File: config.mk
export PLATFORM = sky130hd
export DESIGN_NAME = seq_b2_divider_flat
export DESIGN_NICKNAME = d
export VERILOG_FILES = /design/src/rtl/seq_b2_divider_if.sv /design/src/rtl/seq_b2_divider.sv /design/src/flat_wrapper.sv
export SDC_FILE = /design/constraint.sdc
export NUM_CORES = 1
export LEC_CHECK = 0
export CORE_ASPECT_RATIO = 1.1
export CORE_UTILIZATION = 36
export DETAILED_ROUTE_END_ITERATION = 6
export PLACE_DENSITY = 0.57
export SYNTH_ARGS = -nofsm -noshare
export SYNTH_HDL_FRONTEND = slang
export SYNTH_SLANG_ARGS = --single-unit
File: constraint.sdc
create_clock -name clock -period 2.8 [get_ports clock]
set_input_delay 0.42 -clock clock [delete_from_list [all_inputs] [get_ports clock]]
set_output_delay 0.42 -clock clock [all_outputs]
set_load 0.01 [all_outputs]
File: src/rtl/seq_b2_divider_if.sv
// seq_b2_divider_if: operand/result handshake bundle for the sequential radix-2 divider.
// master = operand producer / result consumer side, slave = divider side.
interface seq_b2_divider_if #(
  parameter int N = 2
);
  logic           in_valid;
  logic           in_ready;
  logic [2*N-1:0] x;
  logic [N-1:0]   y;
  logic           out_valid;
  logic           out_ready;
  logic [N-1:0]   q;
  logic [N-1:0]   r;
  logic           no_div;

  modport master (
    output in_valid, x, y, out_ready,
    input  in_ready, out_valid, q, r, no_div
  );

  modport slave (
    input  in_valid, x, y, out_ready,
    output in_ready, out_valid, q, r, no_div
  );
endinterface

File: src/rtl/seq_b2_divider.sv
// seq_b2_divider: sequential restoring divider, 2N-bit dividend by N-bit divisor,
// one quotient bit per clock, valid/ready on both sides.
// Optional macro SEQ_B2_DIVIDER_EARLY_NO_DIV_EN: an infeasible division skips the
// step phase and reports early; without it latency is data-independent (N+2 edges).
module seq_b2_divider #(
  parameter int N = 2
) (
  input logic             clock,
  input logic             reset,
  seq_b2_divider_if.slave bus
);

  localparam int CW = $clog2(N + 1);

  typedef enum logic [1:0] {
    S_IDLE  = 2'd0,
    S_CHECK = 2'd1,
    S_STEP  = 2'd2,
    S_DONE  = 2'd3
  } state_e;

  state_e         state_q, state_d;
  logic [2*N-1:0] x_q, x_d;           // dividend shift register, next bit at [N-1]
  logic [N-1:0]   y_q, y_d;           // divisor
  logic [N-1:0]   rem_q, rem_d;       // partial remainder R
  logic [N-1:0]   quo_q, quo_d;       // quotient bits collected MSB first
  logic [CW-1:0]  cnt_q, cnt_d;       // completed step count
  logic           nd_q, nd_d;         // infeasibility captured in CHECK
  logic [N-1:0]   q_q, q_d;
  logic [N-1:0]   r_q, r_d;
  logic           no_div_q, no_div_d;
  logic           out_valid_q, out_valid_d;
  logic           in_ready_q, in_ready_d;

  logic [N:0]     trial_s;
  logic           ge_s;
  logic [N-1:0]   diff_s;
  logic [N-1:0]   rem_step_s;
  logic [N-1:0]   quo_step_s;
  logic           nd_chk_s;
  logic           last_step_s;
  logic           accept_s;
  logic           release_s;

  // Restoring step datapath: trial value, compare and subtract at N+1 bits.
  always_comb begin
    trial_s     = {rem_q, x_q[N-1]};
    ge_s        = (trial_s >= {1'b0, y_q});
    // Low N bits of the N+1-bit difference; the result is < y whenever feasible.
    diff_s      = trial_s[N-1:0] - y_q;
    rem_step_s  = ge_s ? diff_s : trial_s[N-1:0];
    quo_step_s  = {quo_q[N-2:0], ge_s};
    nd_chk_s    = (y_q == {N{1'b0}}) | (x_q[2*N-1:N] >= y_q);
    last_step_s = (cnt_q == CW'(N - 1));
    accept_s    = bus.in_valid & in_ready_q;
    release_s   = out_valid_q & bus.out_ready;
  end

  // State and datapath registers with synchronous reset that discards any operation.
  always_ff @(posedge clock) begin
    if (reset) begin
      state_q     <= S_IDLE;
      x_q         <= {(2*N){1'b0}};
      y_q         <= {N{1'b0}};
      rem_q       <= {N{1'b0}};
      quo_q       <= {N{1'b0}};
      cnt_q       <= {CW{1'b0}};
      nd_q        <= 1'b0;
      q_q         <= {N{1'b0}};
      r_q         <= {N{1'b0}};
      no_div_q    <= 1'b0;
      out_valid_q <= 1'b0;
      in_ready_q  <= 1'b1;
    end else begin
      state_q     <= state_d;
      x_q         <= x_d;
      y_q         <= y_d;
      rem_q       <= rem_d;
      quo_q       <= quo_d;
      cnt_q       <= cnt_d;
      nd_q        <= nd_d;
      q_q         <= q_d;
      r_q         <= r_d;
      no_div_q    <= no_div_d;
      out_valid_q <= out_valid_d;
      in_ready_q  <= in_ready_d;
    end
  end

  // Next-state selection.
  always_comb begin
    state_d = state_q;
    case (state_q)
      S_IDLE: begin
        if (accept_s) state_d = S_CHECK;
        else          state_d = S_IDLE;
      end
      S_CHECK: begin
`ifdef SEQ_B2_DIVIDER_EARLY_NO_DIV_EN
        if (nd_chk_s) state_d = S_DONE;
        else          state_d = S_STEP;
`else
        state_d = S_STEP;
`endif
      end
      S_STEP: begin
        if (last_step_s) state_d = S_DONE;
        else             state_d = S_STEP;
      end
      S_DONE: begin
        if (release_s) state_d = S_IDLE;
        else           state_d = S_DONE;
      end
      default: state_d = S_IDLE;
    endcase
  end

  // Per-state register updates and registered handshake outputs.
  always_comb begin
    x_d         = x_q;
    y_d         = y_q;
    rem_d       = rem_q;
    quo_d       = quo_q;
    cnt_d       = cnt_q;
    nd_d        = nd_q;
    q_d         = q_q;
    r_d         = r_q;
    no_div_d    = no_div_q;
    out_valid_d = out_valid_q;
    case (state_q)
      S_IDLE: begin
        if (accept_s) begin
          x_d = bus.x;
          y_d = bus.y;
        end else begin
          x_d = x_q;
          y_d = y_q;
        end
      end
      S_CHECK: begin
        nd_d  = nd_chk_s;
        rem_d = x_q[2*N-1:N];
        quo_d = {N{1'b0}};
        cnt_d = {CW{1'b0}};
      end
      S_STEP: begin
        // Steps run even when infeasible so latency stays constant; DONE masks them.
        rem_d = rem_step_s;
        quo_d = quo_step_s;
        x_d   = {x_q[2*N-2:0], 1'b0};
        cnt_d = cnt_q + CW'(1);
      end
      S_DONE: begin
        // First DONE cycle publishes the result; after that it is held until taken.
        if (!out_valid_q) begin
          q_d         = nd_q ? {N{1'b0}} : quo_q;
          r_d         = nd_q ? {N{1'b0}} : rem_q;
          no_div_d    = nd_q;
          out_valid_d = 1'b1;
        end else if (release_s) begin
          out_valid_d = 1'b0;
        end else begin
          out_valid_d = 1'b1;
        end
      end
      default: begin
        out_valid_d = 1'b0;
      end
    endcase
    in_ready_d = (state_d == S_IDLE);
  end

  assign bus.in_ready  = in_ready_q;
  assign bus.out_valid = out_valid_q;
  assign bus.q         = q_q;
  assign bus.r         = r_q;
  assign bus.no_div    = no_div_q;

endmodule
File: src/flat_wrapper.sv
// flat-port wrapper written by rule: the top's interface ports become plain ports
module seq_b2_divider_flat 
#(
  parameter int N = 2
)
  (clock, reset, bus_in_valid, bus_x, bus_y, bus_out_ready, bus_in_ready, bus_out_valid, bus_q, bus_r, bus_no_div);
  seq_b2_divider_if #(.N(N)) bus_i ();
  input logic clock;
  input logic reset;
  input wire logic [$bits(bus_i.in_valid)-1:0] bus_in_valid;
  input wire logic [$bits(bus_i.x)-1:0] bus_x;
  input wire logic [$bits(bus_i.y)-1:0] bus_y;
  input wire logic [$bits(bus_i.out_ready)-1:0] bus_out_ready;
  output wire logic [$bits(bus_i.in_ready)-1:0] bus_in_ready;
  output wire logic [$bits(bus_i.out_valid)-1:0] bus_out_valid;
  output wire logic [$bits(bus_i.q)-1:0] bus_q;
  output wire logic [$bits(bus_i.r)-1:0] bus_r;
  output wire logic [$bits(bus_i.no_div)-1:0] bus_no_div;
  assign bus_i.in_valid = bus_in_valid;
  assign bus_i.x = bus_x;
  assign bus_i.y = bus_y;
  assign bus_i.out_ready = bus_out_ready;
  assign bus_in_ready = bus_i.in_ready;
  assign bus_out_valid = bus_i.out_valid;
  assign bus_q = bus_i.q;
  assign bus_r = bus_i.r;
  assign bus_no_div = bus_i.no_div;
  seq_b2_divider #(.N(N)) u_core (.clock(clock), .reset(reset), .bus(bus_i));
endmodule
==> results of run 1 <==
==> area by class of cell <==
| cell class | count | share of cell area, % |
|---|---|---|
| Multi-Input combinational cell | 84 | 45.4 |
| Sequential cell | 22 | 34.1 |
| Timing Repair Buffer | 16 | 12.4 |
| Inverter | 11 | 3.19 |
| Tap cell | 33 | 3.19 |
| Clock buffer | 3 | 1.74 |
==> cell families (layout without fill, tap and decap cells) <==
logic type	after synthesis	count (layout)
and+or+nand+nor	40	40
AOI/OAI and AO/OA	28	28
DFF	22	22
buffers and inverters	16	30
adders and majority gates	10	10
muxes	6	6
==> cells in the final DEF, fill, tap and decap left out, types with 2 or more instances in the layout <==
cell / n
sky130_fd_sc_hd__o211ai_1: 2
sky130_fd_sc_hd__a211oi_1: 4
sky130_fd_sc_hd__nand2b_1: 4
sky130_fd_sc_hd__clkdlybuf4s50_1: 16
sky130_fd_sc_hd__dfxtp_1: 22
sky130_fd_sc_hd__nor2_1: 19
sky130_fd_sc_hd__nand3_1: 3
sky130_fd_sc_hd__a21oi_1: 8
sky130_fd_sc_hd__ha_1: 10
sky130_fd_sc_hd__nand2_1: 5
sky130_fd_sc_hd__o21ai_2: 2
sky130_fd_sc_hd__mux2i_1: 6
sky130_fd_sc_hd__o21ai_0: 3
sky130_fd_sc_hd__a311oi_1: 3
sky130_fd_sc_hd__inv_1: 10
sky130_fd_sc_hd__clkbuf_4: 3
sky130_fd_sc_hd__nor3b_1: 4
==> state kept, by name (all words and copies together) (netlist names), 2 cells and up <==
signal          flops
u_core.x_q          4
u_core.rem_q        2
u_core.bus.r        2
u_core.bus.q        2
u_core.quo_q        2
u_core.cnt_q        2
u_core.state_q      2
u_core.y_q          2
==> Yosys cell counts, drive strengths merged <==
cell	count	area [sq um]
a21boi	1	7.51
o211ai	2	15.0
dfxtp	22	440
o31ai	1	7.51
nand2	5	18.8
o2111ai	1	8.76
buf	5	31.3
nor2b	2	20.0
nand3	4	25.0
nand3b	1	7.51
a21oi	8	40.0
or2b	1	7.51
o32a	1	10.0
nor2	19	71.3
mux2i	6	60.1
inv	11	41.3
nand2b	4	25.0
o22ai	1	6.26
a211oi	5	42.5
o21ai	5	32.5
a311oi	3	26.3
nor3b	4	30.0
ha	10	125
==> worst max-delay path by stage <==
stage / from / to / slack (ps)
after global placement: reset / u_core.bus.in_ready / 1030
after detailed placement: reset / u_core.bus.in_ready / 980
after CTS: u_core.state_q[0] / u_core.x_q[2] / 1030
final: u_core.state_q[0] / u_core.x_q[2] / 1030
after global routing: u_core.state_q[0] / u_core.x_q[2] / 820
after floorplan: u_core.y_q[1] / u_core.rem_q[0] / 1490
==> power by group through the flow <==
| stage | logic [W] | clock network, W | registers (W) |
|---|---|---|---|
| finish | 0.000285 | 0.000137 | 0.000404 |
| global route | 0.000326 | 0.000161 | 0.000412 |
| CTS | 0.000285 | 0.000147 | 0.000404 |
| detailed placement | 0.000283 | 0 | 0.000411 |
| global placement | 0.000274 | 0 | 0.000409 |
| floorplan | 0.000223 | 0 | 0.000400 |
==> per-layer routing <==
metal  vias to the layer above  GRT usage [%]
met4                         0           6.59
met3                         4           2.54
met5                         -              0
met2                        19           23.6
li1                        452              -
met1                       418           18.0
==> through the flow <==
stage | instance area [sq um] | setup slack, ps | std cells | utilization (%) | total power (W)
floorplan | 1100 | 1490 | 122 | - | 0.000623
global route | 1290 | 819 | 169 | 45.7 | 0.000899
global placement | 1270 | 1030 | 166 | 44.9 | 0.000683
detailed placement | 1270 | 983 | 166 | 44.9 | 0.000694
CTS | 1290 | 1030 | 169 | 45.7 | 0.000836
finish | 1290 | 1030 | 169 | 45.7 | 0.000826
==> tightest hold or removal path, stage by stage, from the launching register on <==
cell                       delay, ps
sky130_fd_sc_hd__dfxtp_1         330
sky130_fd_sc_hd__nand2b_1         60
sky130_fd_sc_hd__a21oi_1          50
==> results.txt, run 1 <==
----------------------------------------------------
[Run status]
  Status ... finished clean

[Clock tree]
  CTS tree ... built
  H-tree level count ... 1
  Hold-fix buffers, CTS ... 0
  Number of cells upsized or downsized after cts ... 0
  Root buffer cell ... sky130_fd_sc_hd__clkbuf_4
  Number of sinks handled by clock tree synthesis ... 22
  Cts bufs inserted ... 3
  Count of buffers added by post-CTS timing repair for setup ... 0
  Clock latency at the later pin of the worst-skew pair ... just under 300 ps
  Clock edge transition at the registers on the reported setup and hold paths ... approximately 110 ps
  CTS Buffer Depth ... 2

[Timing]
  Hold WS ... ~470 ps
  Number of max-slew violations in the final report ... 0
  Highest clock rate ... roughly 0.56 GHz
  Sum Neg Setup Slack ... 0 ps
  Setup violation total in the final timing report ... 0
  Slew of the pin with the lowest slew margin ... 800 ps
  Final hold violation count ... 0
  Minimum period implied by the final worst setup slack ... 1770 ps
  Setup repair after global routing missed its margin ... no
  Share of the clock period used by the worst path after layout ... a little over three fifths
  Largest clock skew in the final design ... 1.20 ps
  Slew HR ... a little under half

[Critical path]
  Capture instance of the worst register-to-register path ... u_core.x_q[2]
  Cells traversed along the worst timing path ... inv_1 > ha_1 > inv_2 > o21ai_2 > nor2_1 > a211oi_1
  CP delay by family, top ... adder cells
  Worst EP arrival ... 1970 ps
  Number of cells on the critical path ... 6
  WP data required ... 3000 ps
  R2r startpoint ... u_core.state_q[0]
  Buffers plus inverters on the worst setup path ... 2
  Crit-path max cell delay ... 530 ps
  Max Fanout on Critical Path ... 13
  Crit-path slowest cell ... sky130_fd_sc_hd__ha_1
  Classification of the worst setup path ... flop to flop
  Category of the worst setup path capture point ... flop
  Type of element launching the critical path ... flop
  Depth of the worst register-to-register path ... 6
  Worst-case register-to-register setup slack ... ~1000 ps

[Finish]
  Total inserted antenna cells ... 0
  Area of combinational cells with multiple inputs ... between 500 and 600 sq um
  FF/Latch Area ... 440 sq um
  Fraction of final layout cells with drive strength greater than 1 ... 6.62%
  Filler Cells Inserted ... ~290
  Relative area change from synthesis to final layout ... 17.5%
  Final nets ... 158

[Synth]
  Share of synthesized area spent on multiplexers ... 5.46%
  Mean Syn Cell Area ... ~9 sq um
  Count of cell types in the netlist ... 30
  Synthesized-area fraction occupied by and/or/nand/nor cells ... between 10% and 20%
  Adder-cell area share of the yosys netlist ... ~11%
  Gate count after technology mapping ... about 120
  Sequential cell area fraction in the yosys report ... 40.0%
  Syn Nets ... ~140
  Largest family of logic cells by synthesized area ... simple AND/OR/NAND/NOR gates
  Number of warnings printed during yosys synthesis ... 0
  Share of the synthesized area in compound gates (AO/OA/AOI/OAI) ... between 15 and 20%
  Xor and xnor fraction of the mapped netlist area ... 0%
  Number of synthesized register bits ... 22
  Post-synthesis instance area ... around 1100 sq um

[Detailed routing]
  Met1 Routed Length ... 959 microns
  Highest metal layer with signal wires ... met4
  Routed length per instance ... approximately 12 microns
  DRC violation count after routing ... 0
  Met2 WL post-DR ... just under 1 mm
  Met3 WL ... just under 70 microns
  Residual antenna-violating net count after detailed routing ... 0
  Via Count ... ~890
  Final wirelength ... just over 2 mm
  DR pass1 iterations ... 4
  DR iter-0 viols ... 23
  Detailed-route vias per instance ... 5.28

[Die]
  Chip height ... roughly 60 microns
  Area of the core ... 2830 sq um
  Die ar. ... around 3300 sq um
  Number of standard-cell rows in the floorplan ... 20
  Chip Width ... 54.7 microns
  Number of ports placed on the die boundary ... 17
  Starting Density ... around 39%

[GRT]
  GR Util All Layers ... between 10 and 15%
  Via count of the first global-routing pass ... about 800
  Maximum number of pins on one net before global-route repair ... 22
  Remaining global-route overflow ... 0
  First-pass GRT wire length ... between 3 and 4 mm
  Antenna violations before repair ... 0

[Min path]
  Type of the worst min-delay path ... flop to flop
  Endpoint, Worst Hold ... u_core.quo_q[1]
  Hold path depth ... 2
  Launch point of the worst hold path ... u_core.quo_q[1]

[Power and ir drop]
  Worst IR Drop VDD ... ~0.29 mV
  Reported net switching power ... ~0.00029 W
  Fraction of power spent switching nets ... 34.9%
  Clock power frac ... between 10% and 20%
  Fraction of power consumed by sequential logic ... about half
  Areal power density over the cells ... around 640 nW/um^2
  Proportion of power drawn by combinational gates ... between 30% and 40%
  Int Power ... 0.000538 W
  Leakage power summed over all cells ... between 0.4 and 0.5 nW

[Place]
  Routability Congestion ... 0.789
  DP Wirelength ... between 1.5 and 2 mm
  Count of input and output buffers ... 16

[Flow run]
  Max-capacitance violation count ... 0

----------------------------------------------------
(Power assumes the default switching activity.)
==> run 2: changes to the inputs <==
- clock period: 2.8 -> 1.82 ns (I/O delays scaled with it)
==> run 2 against run 1 <==
Utilization is 1.9 points higher; first-iteration DRC count is 26% lower; clock skew is 7.3 ps higher; clock power grew to 2.8 times the previous value; largest cell class unchanged; highest routed layer unchanged.
==> results.txt, run 2 (synthesis results as in run 1) <==
----------------------------------------------------
[Run status]
  Status ... finished clean

[GRT]
  Remaining global-route overflow ... 0
  GR Util All Layers ... between 15 and 20%
  First-pass GRT wire length ... 3.64 mm
  Antenna violations before repair ... 0
  Via count of the first global-routing pass ... around 830
  Maximum number of pins on one net before global-route repair ... 22

[Power and ir drop]
  Post-layout total power ... roughly 0.0014 W
  Worst IR Drop VDD ... roughly 0.57 mV
  Proportion of power drawn by combinational gates ... 31.0%
  Reported net switching power ... approximately 0.00047 W
  Clock power frac ... about a quarter
  Fraction of power spent switching nets ... approximately a third
  Fraction of power consumed by sequential logic ... between 40 and 50%
  Leakage power summed over all cells ... slightly above 0.5 nW
  Int Power ... ~0.00098 W
  Areal power density over the cells ... ~1100 nW/um^2

[Die]
  Chip Width ... between 50 and 60 microns
  Die ar. ... about 3300 sq um
  Chip height ... 60.0 microns
  Area of the core ... 2830 sq um
  Number of standard-cell rows in the floorplan ... 20
  Number of ports placed on the die boundary ... 17
  Starting Density ... 38.9%

[Place]
  Routability Congestion ... around 0.8
  DP Wirelength ... between 1.5 and 2 mm
  Count of input and output buffers ... 16

[Detailed routing]
  Detailed-route vias per instance ... between 5 and 6
  Via Count ... ~880
  Final wirelength ... approximately 2.0 mm
  Routed length per instance ... 11.8 microns
  DRC violation count after routing ... 0
  DR iter-0 viols ... 17
  Residual antenna-violating net count after detailed routing ... 0
  DR pass1 iterations ... 4

[Finish]
  FF/Latch Area ... about 440 sq um
  Most frequent cells in the layout ... sky130_fd_sc_hd__dfxtp_1, sky130_fd_sc_hd__nor2_1, sky130_fd_sc_hd__clkdlybuf4s50_1, sky130_fd_sc_hd__inv_1, sky130_fd_sc_hd__ha_1
  Register name with the most flops ... u_core.x_q
  Filler Cells Inserted ... between 200 and 300
  Total inserted antenna cells ... 0
  Most frequent standard cell in the layout excluding fill and tap cells ... sky130_fd_sc_hd__dfxtp_1
  Largest register FFs ... 4
  Relative area change from synthesis to final layout ... 22.3%
  Final nets ... 161
  Fraction of final layout cells with drive strength greater than 1 ... 9.29%
  Area of combinational cells with multiple inputs ... 587 sq um

[Clock tree]
  H-tree level count ... 1
  Number of sinks handled by clock tree synthesis ... 22
  Clock latency at the later pin of the worst-skew pair ... roughly 310 ps
  Count of buffers added by post-CTS timing repair for setup ... 0
  Number of cells upsized or downsized after cts ... 0
  Root buffer cell ... sky130_fd_sc_hd__clkbuf_4
  Clock edge transition at the registers on the reported setup and hold paths ... about 130 ps
  Hold-fix buffers, CTS ... 0
  CTS Buffer Depth ... 2
  Cts bufs inserted ... 3
  CTS tree ... built

[Timing]
  Number of max-slew violations in the final report ... 0
  Largest clock skew in the final design ... roughly 8.5 ps
  Sum Neg Setup Slack ... 0 ps
  Share of the clock period used by the worst path after layout ... between 80% and 90%
  Minimum period implied by the final worst setup slack ... 1550 ps
  Slew of the pin with the lowest slew margin ... 344 ps
  Highest clock rate ... ~0.65 GHz
  Setup repair after global routing missed its margin ... no
  Final hold violation count ... 0
  Slew HR ... around 77%
  Setup violation total in the final timing report ... 0

[Critical path]
  Max Fanout on Critical Path ... 5
  WP data required ... between 1500 and 2000 ps
  Capture instance of the worst register-to-register path ... u_core.rem_q[1]
  Worst-case register-to-register setup slack ... approximately 330 ps
  Cells traversed along the worst timing path ... clkdlybuf4s50_1
  CP delay by family, top ... buffers and inverters
  Category of the worst setup path capture point ... output pin
  R2r startpoint ... u_core.y_q[1]
  Depth of the worst register-to-register path ... 6
  Classification of the worst setup path ... flop to output pin
  Worst EP arrival ... 1270 ps
  Crit-path max cell delay ... approximately 560 ps
  Buffers plus inverters on the worst setup path ... 1
  Type of element launching the critical path ... flop
  Crit-path slowest cell ... sky130_fd_sc_hd__clkdlybuf4s50_1

[Min path]
  Hold path depth ... 2
  Endpoint, Worst Hold ... u_core.quo_q[1]
  Launch point of the worst hold path ... u_core.quo_q[1]
  Type of the worst min-delay path ... flop to flop

[Flow run]
  Max-capacitance violation count ... 0

----------------------------------------------------
[run 2: how the worst max path moves through the flow]
stage,from,endpoint,slack (ps),depth (start not counted)
final,u_core.bus.out_valid,bus_out_valid,270,1
after global placement,bus_in_valid,u_core.x_q[0],360,5
after detailed placement,bus_in_valid,u_core.x_q[0],360,5
after CTS,u_core.bus.out_valid,bus_out_valid,260,1
after global routing,u_core.state_q[0],u_core.x_q[3],130,6
after floorplan,u_core.y_q[1],u_core.rem_q[0],510,5
[run 2: area by class of cell]
cell class | count | area share [%]
repair buffers | 19 | 13.6
clock buffers | 3 | 1.67
clock inverters | 1 | 2.23
well taps | 33 | 3.07
multi-input cells | 84 | 43.6
inverters | 11 | 3.07
flip-flops and latches | 22 | 32.7
[run 2: power by group through the flow]
| stage | clock network (W) | registers (W) | logic (W) |
|---|---|---|---|
| detailed placement | 0 | 0.000630 | 0.000445 |
| global placement | 0 | 0.000629 | 0.000435 |
| global route | 0.000410 | 0.000635 | 0.000512 |
| finish | 0.000380 | 0.000619 | 0.000448 |
| CTS | 0.000392 | 0.000619 | 0.000450 |
| floorplan | 0 | 0.000616 | 0.000343 |
[run 2: through the flow]
stage	utilization (%)	cell area, sq um	instances	setup WS, ps	hold WS, ps
floorplan	-	1100	122	507	344
global placement	45.7	1290	169	359	455
detailed placement	45.7	1290	169	357	458
CTS	47.6	1350	173	259	478
global route	47.6	1350	173	126	505
finish	47.6	1350	173	272	474
[run 2: per-layer routing]
| metal | GRT usage (%) | up-vias | share of wire [%] | wire, microns |
|---|---|---|---|---|
| li1 | - | 455 | - | - |
| met1 | 20.2 | 409 | 49 | 994 |
| met2 | 23.8 | 11 | 48 | 972 |
| met3 | 2.29 | 2 | 2.6 | 54 |
| met4 | 7.69 | 0 | 0.93 | 19 |
| met5 | 0 | - | 0 | 0 |
[run 2: worst min-delay path, delay by kind of cell (launching register included)]
family,cells,cell delay [ps]
DFF,1,330
AOI/OAI and AO/OA,1,50
and+or+nand+nor,1,60
==> run 3: changes to the inputs <==
- REMOVE_ABC_BUFFERS: default -> 1
- SLEW_MARGIN: default -> 40
==> run 3 against run 2 <==
Die area stayed put; utilization shrank 1.1 points; clock-buffer cell count stayed put; power down 11%; worst hold slack improved by 2.4 ps; setup slack lost 15 ps; non-clock buffer count is the same; via count shrank 0.57%; first-iteration DRC count did not move; sequential share of layout area increased by 0.75 points; largest power group unchanged; critical path depth is 4 higher.
==> results.txt, run 3 (synthesis results as in run 1) <==
----------------------------------------------------
[Clock tree]
  CTS Buffer Depth ... 2
  Hold-fix buffers, CTS ... 0
  H-tree level count ... 1
  Root buffer cell ... sky130_fd_sc_hd__clkbuf_4
  Clock edge transition at the registers on the reported setup and hold paths ... roughly 120 ps
  Number of cells upsized or downsized after cts ... 0
  CTS tree ... built
  Number of sinks handled by clock tree synthesis ... 22
  Cts bufs inserted ... 3
  Clock latency at the later pin of the worst-skew pair ... roughly 300 ps
  Count of buffers added by post-CTS timing repair for setup ... 0

[GRT]
  GR Util All Layers ... between 10% and 20%
  Antenna violations before repair ... 0
  First-pass GRT wire length ... 3.52 mm
  Remaining global-route overflow ... 0
  Maximum number of pins on one net before global-route repair ... 13
  Via count of the first global-routing pass ... between 800 and 900

[Place]
  Number of cells after detailed placement ... approximately 170
  DP Wirelength ... between 1.5 and 2 mm
  Routability Congestion ... about 0.8
  Count of input and output buffers ... 16
  Setup WS pre-CTS ... 270 ps

[Flow run]
  Max-capacitance violation count ... 0

[Finish]
  Core occupancy in the finished layout ... between 40% and 50%
  Relative area change from synthesis to final layout ... 19.6%
  Most frequent standard cell in the layout excluding fill and tap cells ... sky130_fd_sc_hd__dfxtp_1
  Largest register FFs ... 4
  Register name with the most flops ... u_core.x_q
  Fraction of final layout cells with drive strength greater than 1 ... under 10%
  Number of non-filler instances in the completed layout ... 172
  Final nets ... 161
  Total inserted antenna cells ... 0
  Most frequent cells in the layout ... sky130_fd_sc_hd__dfxtp_1, sky130_fd_sc_hd__nor2_1, sky130_fd_sc_hd__clkdlybuf4s50_1, sky130_fd_sc_hd__inv_1, sky130_fd_sc_hd__ha_1

[Critical path]
  Cells traversed along the worst timing path ... inv_1 > ha_1 > o31ai_1 > o211ai_1 > a311oi_1
  Worst EP arrival ... 1780 ps
  Crit-path max cell delay ... between 300 and 400 ps
  Classification of the worst setup path ... flop to flop
  Max Fanout on Critical Path ... 3
  Category of the worst setup path capture point ... flop
  Crit-path slowest cell ... sky130_fd_sc_hd__dfxtp_1
  WP data required ... 2030 ps
  Type of element launching the critical path ... flop

[Timing]
  Minimum period implied by the final worst setup slack ... around 1600 ps
  Hold WS ... 476 ps
  Final hold violation count ... 0
  Highest clock rate ... approximately 0.64 GHz
  Setup violation total in the final timing report ... 0
  Number of max-slew violations in the final report ... 0
  Largest clock skew in the final design ... 5.47 ps
  Sum Neg Setup Slack ... 0 ps
  Final worst slack ... between 200 and 300 ps
  Setup repair after global routing missed its margin ... no
  Slew HR ... roughly 70%
  Share of the clock period used by the worst path after layout ... a little under nine tenths
  Slew of the pin with the lowest slew margin ... 479 ps

[Detailed routing]
  Via Count ... 872
  DR iter-0 viols ... 17
  Routed length per instance ... between 10 and 15 microns
  Residual antenna-violating net count after detailed routing ... 0
  DR pass1 iterations ... 4
  Detailed-route vias per instance ... ~5
  Final wirelength ... a little over 2 mm
  DRC violation count after routing ... 0

[Power and ir drop]
  Leakage power summed over all cells ... about 0.50 nW
  Areal power density over the cells ... between 900 and 1000 nW/um^2
  Worst IR Drop VDD ... between 0.4 and 0.5 mV

[Die]
  Area of the core ... 2830 sq um
  Number of standard-cell rows in the floorplan ... 20
  Die ar. ... roughly 3300 sq um
  Chip Width ... between 50 and 60 microns
  Chip height ... around 60 microns
  Number of ports placed on the die boundary ... 17
  Starting Density ... between 30% and 40%

[Run status]
  Status ... finished clean

[Min path]
  Type of the worst min-delay path ... flop to flop

----------------------------------------------------
## run 3: path summary, 6_finish.rpt
check	to	slack [ps]	from	depth (start not counted)
max	u_core.rem_q[0]	260	u_core.y_q[1]	5
min	u_core.quo_q[1]	480	u_core.quo_q[1]	2
max reg2reg	u_core.rem_q[0]	260	u_core.y_q[1]	5
min reg2reg	u_core.quo_q[1]	480	u_core.quo_q[1]	2
## run 3: metrics by stage
stage                     total power (W)  cell area (sq um)
after floorplan                  0.000939               1070
after global placement            0.00107               1290
after detailed placement          0.00108               1290
after CTS                         0.00130               1320
after global routing              0.00138               1320
final                             0.00129               1320
## run 3: where the power goes
part	switching [W]	total, W	leakage, nW	internal (W)
clock network	0.000139	0.000216	0.0138	0.0000771
registers	0.0000715	0.000621	0.179	0.000550
logic	0.000243	0.000449	0.304	0.000206
total	0.000453	0.00129	0.497	0.000833
## run 3: per-layer routing
layer | up-vias | global-route usage [%] | part of all wire, %
met3 | 6 | 2.54 | 3.0
met4 | 0 | 9.52 | 2.5
met5 | - | 0 | 0
met2 | 17 | 25.0 | 44
li1 | 457 | - | -
met1 | 392 | 17.2 | 50
## run 3: final cells by class
cell class	instances	area, sq um
Multi-Input combinational cell	84	587
Fill cell	288	1510
Inverter	11	41.3
Clock buffer	3	22.5
Timing Repair Buffer	19	183
Sequential cell	22	440
Tap cell	33	41.3
## run 3: critical path: cells and delay by family, from the launching register on
family                   cells  cell delay [ps]
buffers and inverters        1               70
AO/OA/AOI/OAI                3              720
adder cells (fa/ha/maj)      1              300
flip-flops                   1              380
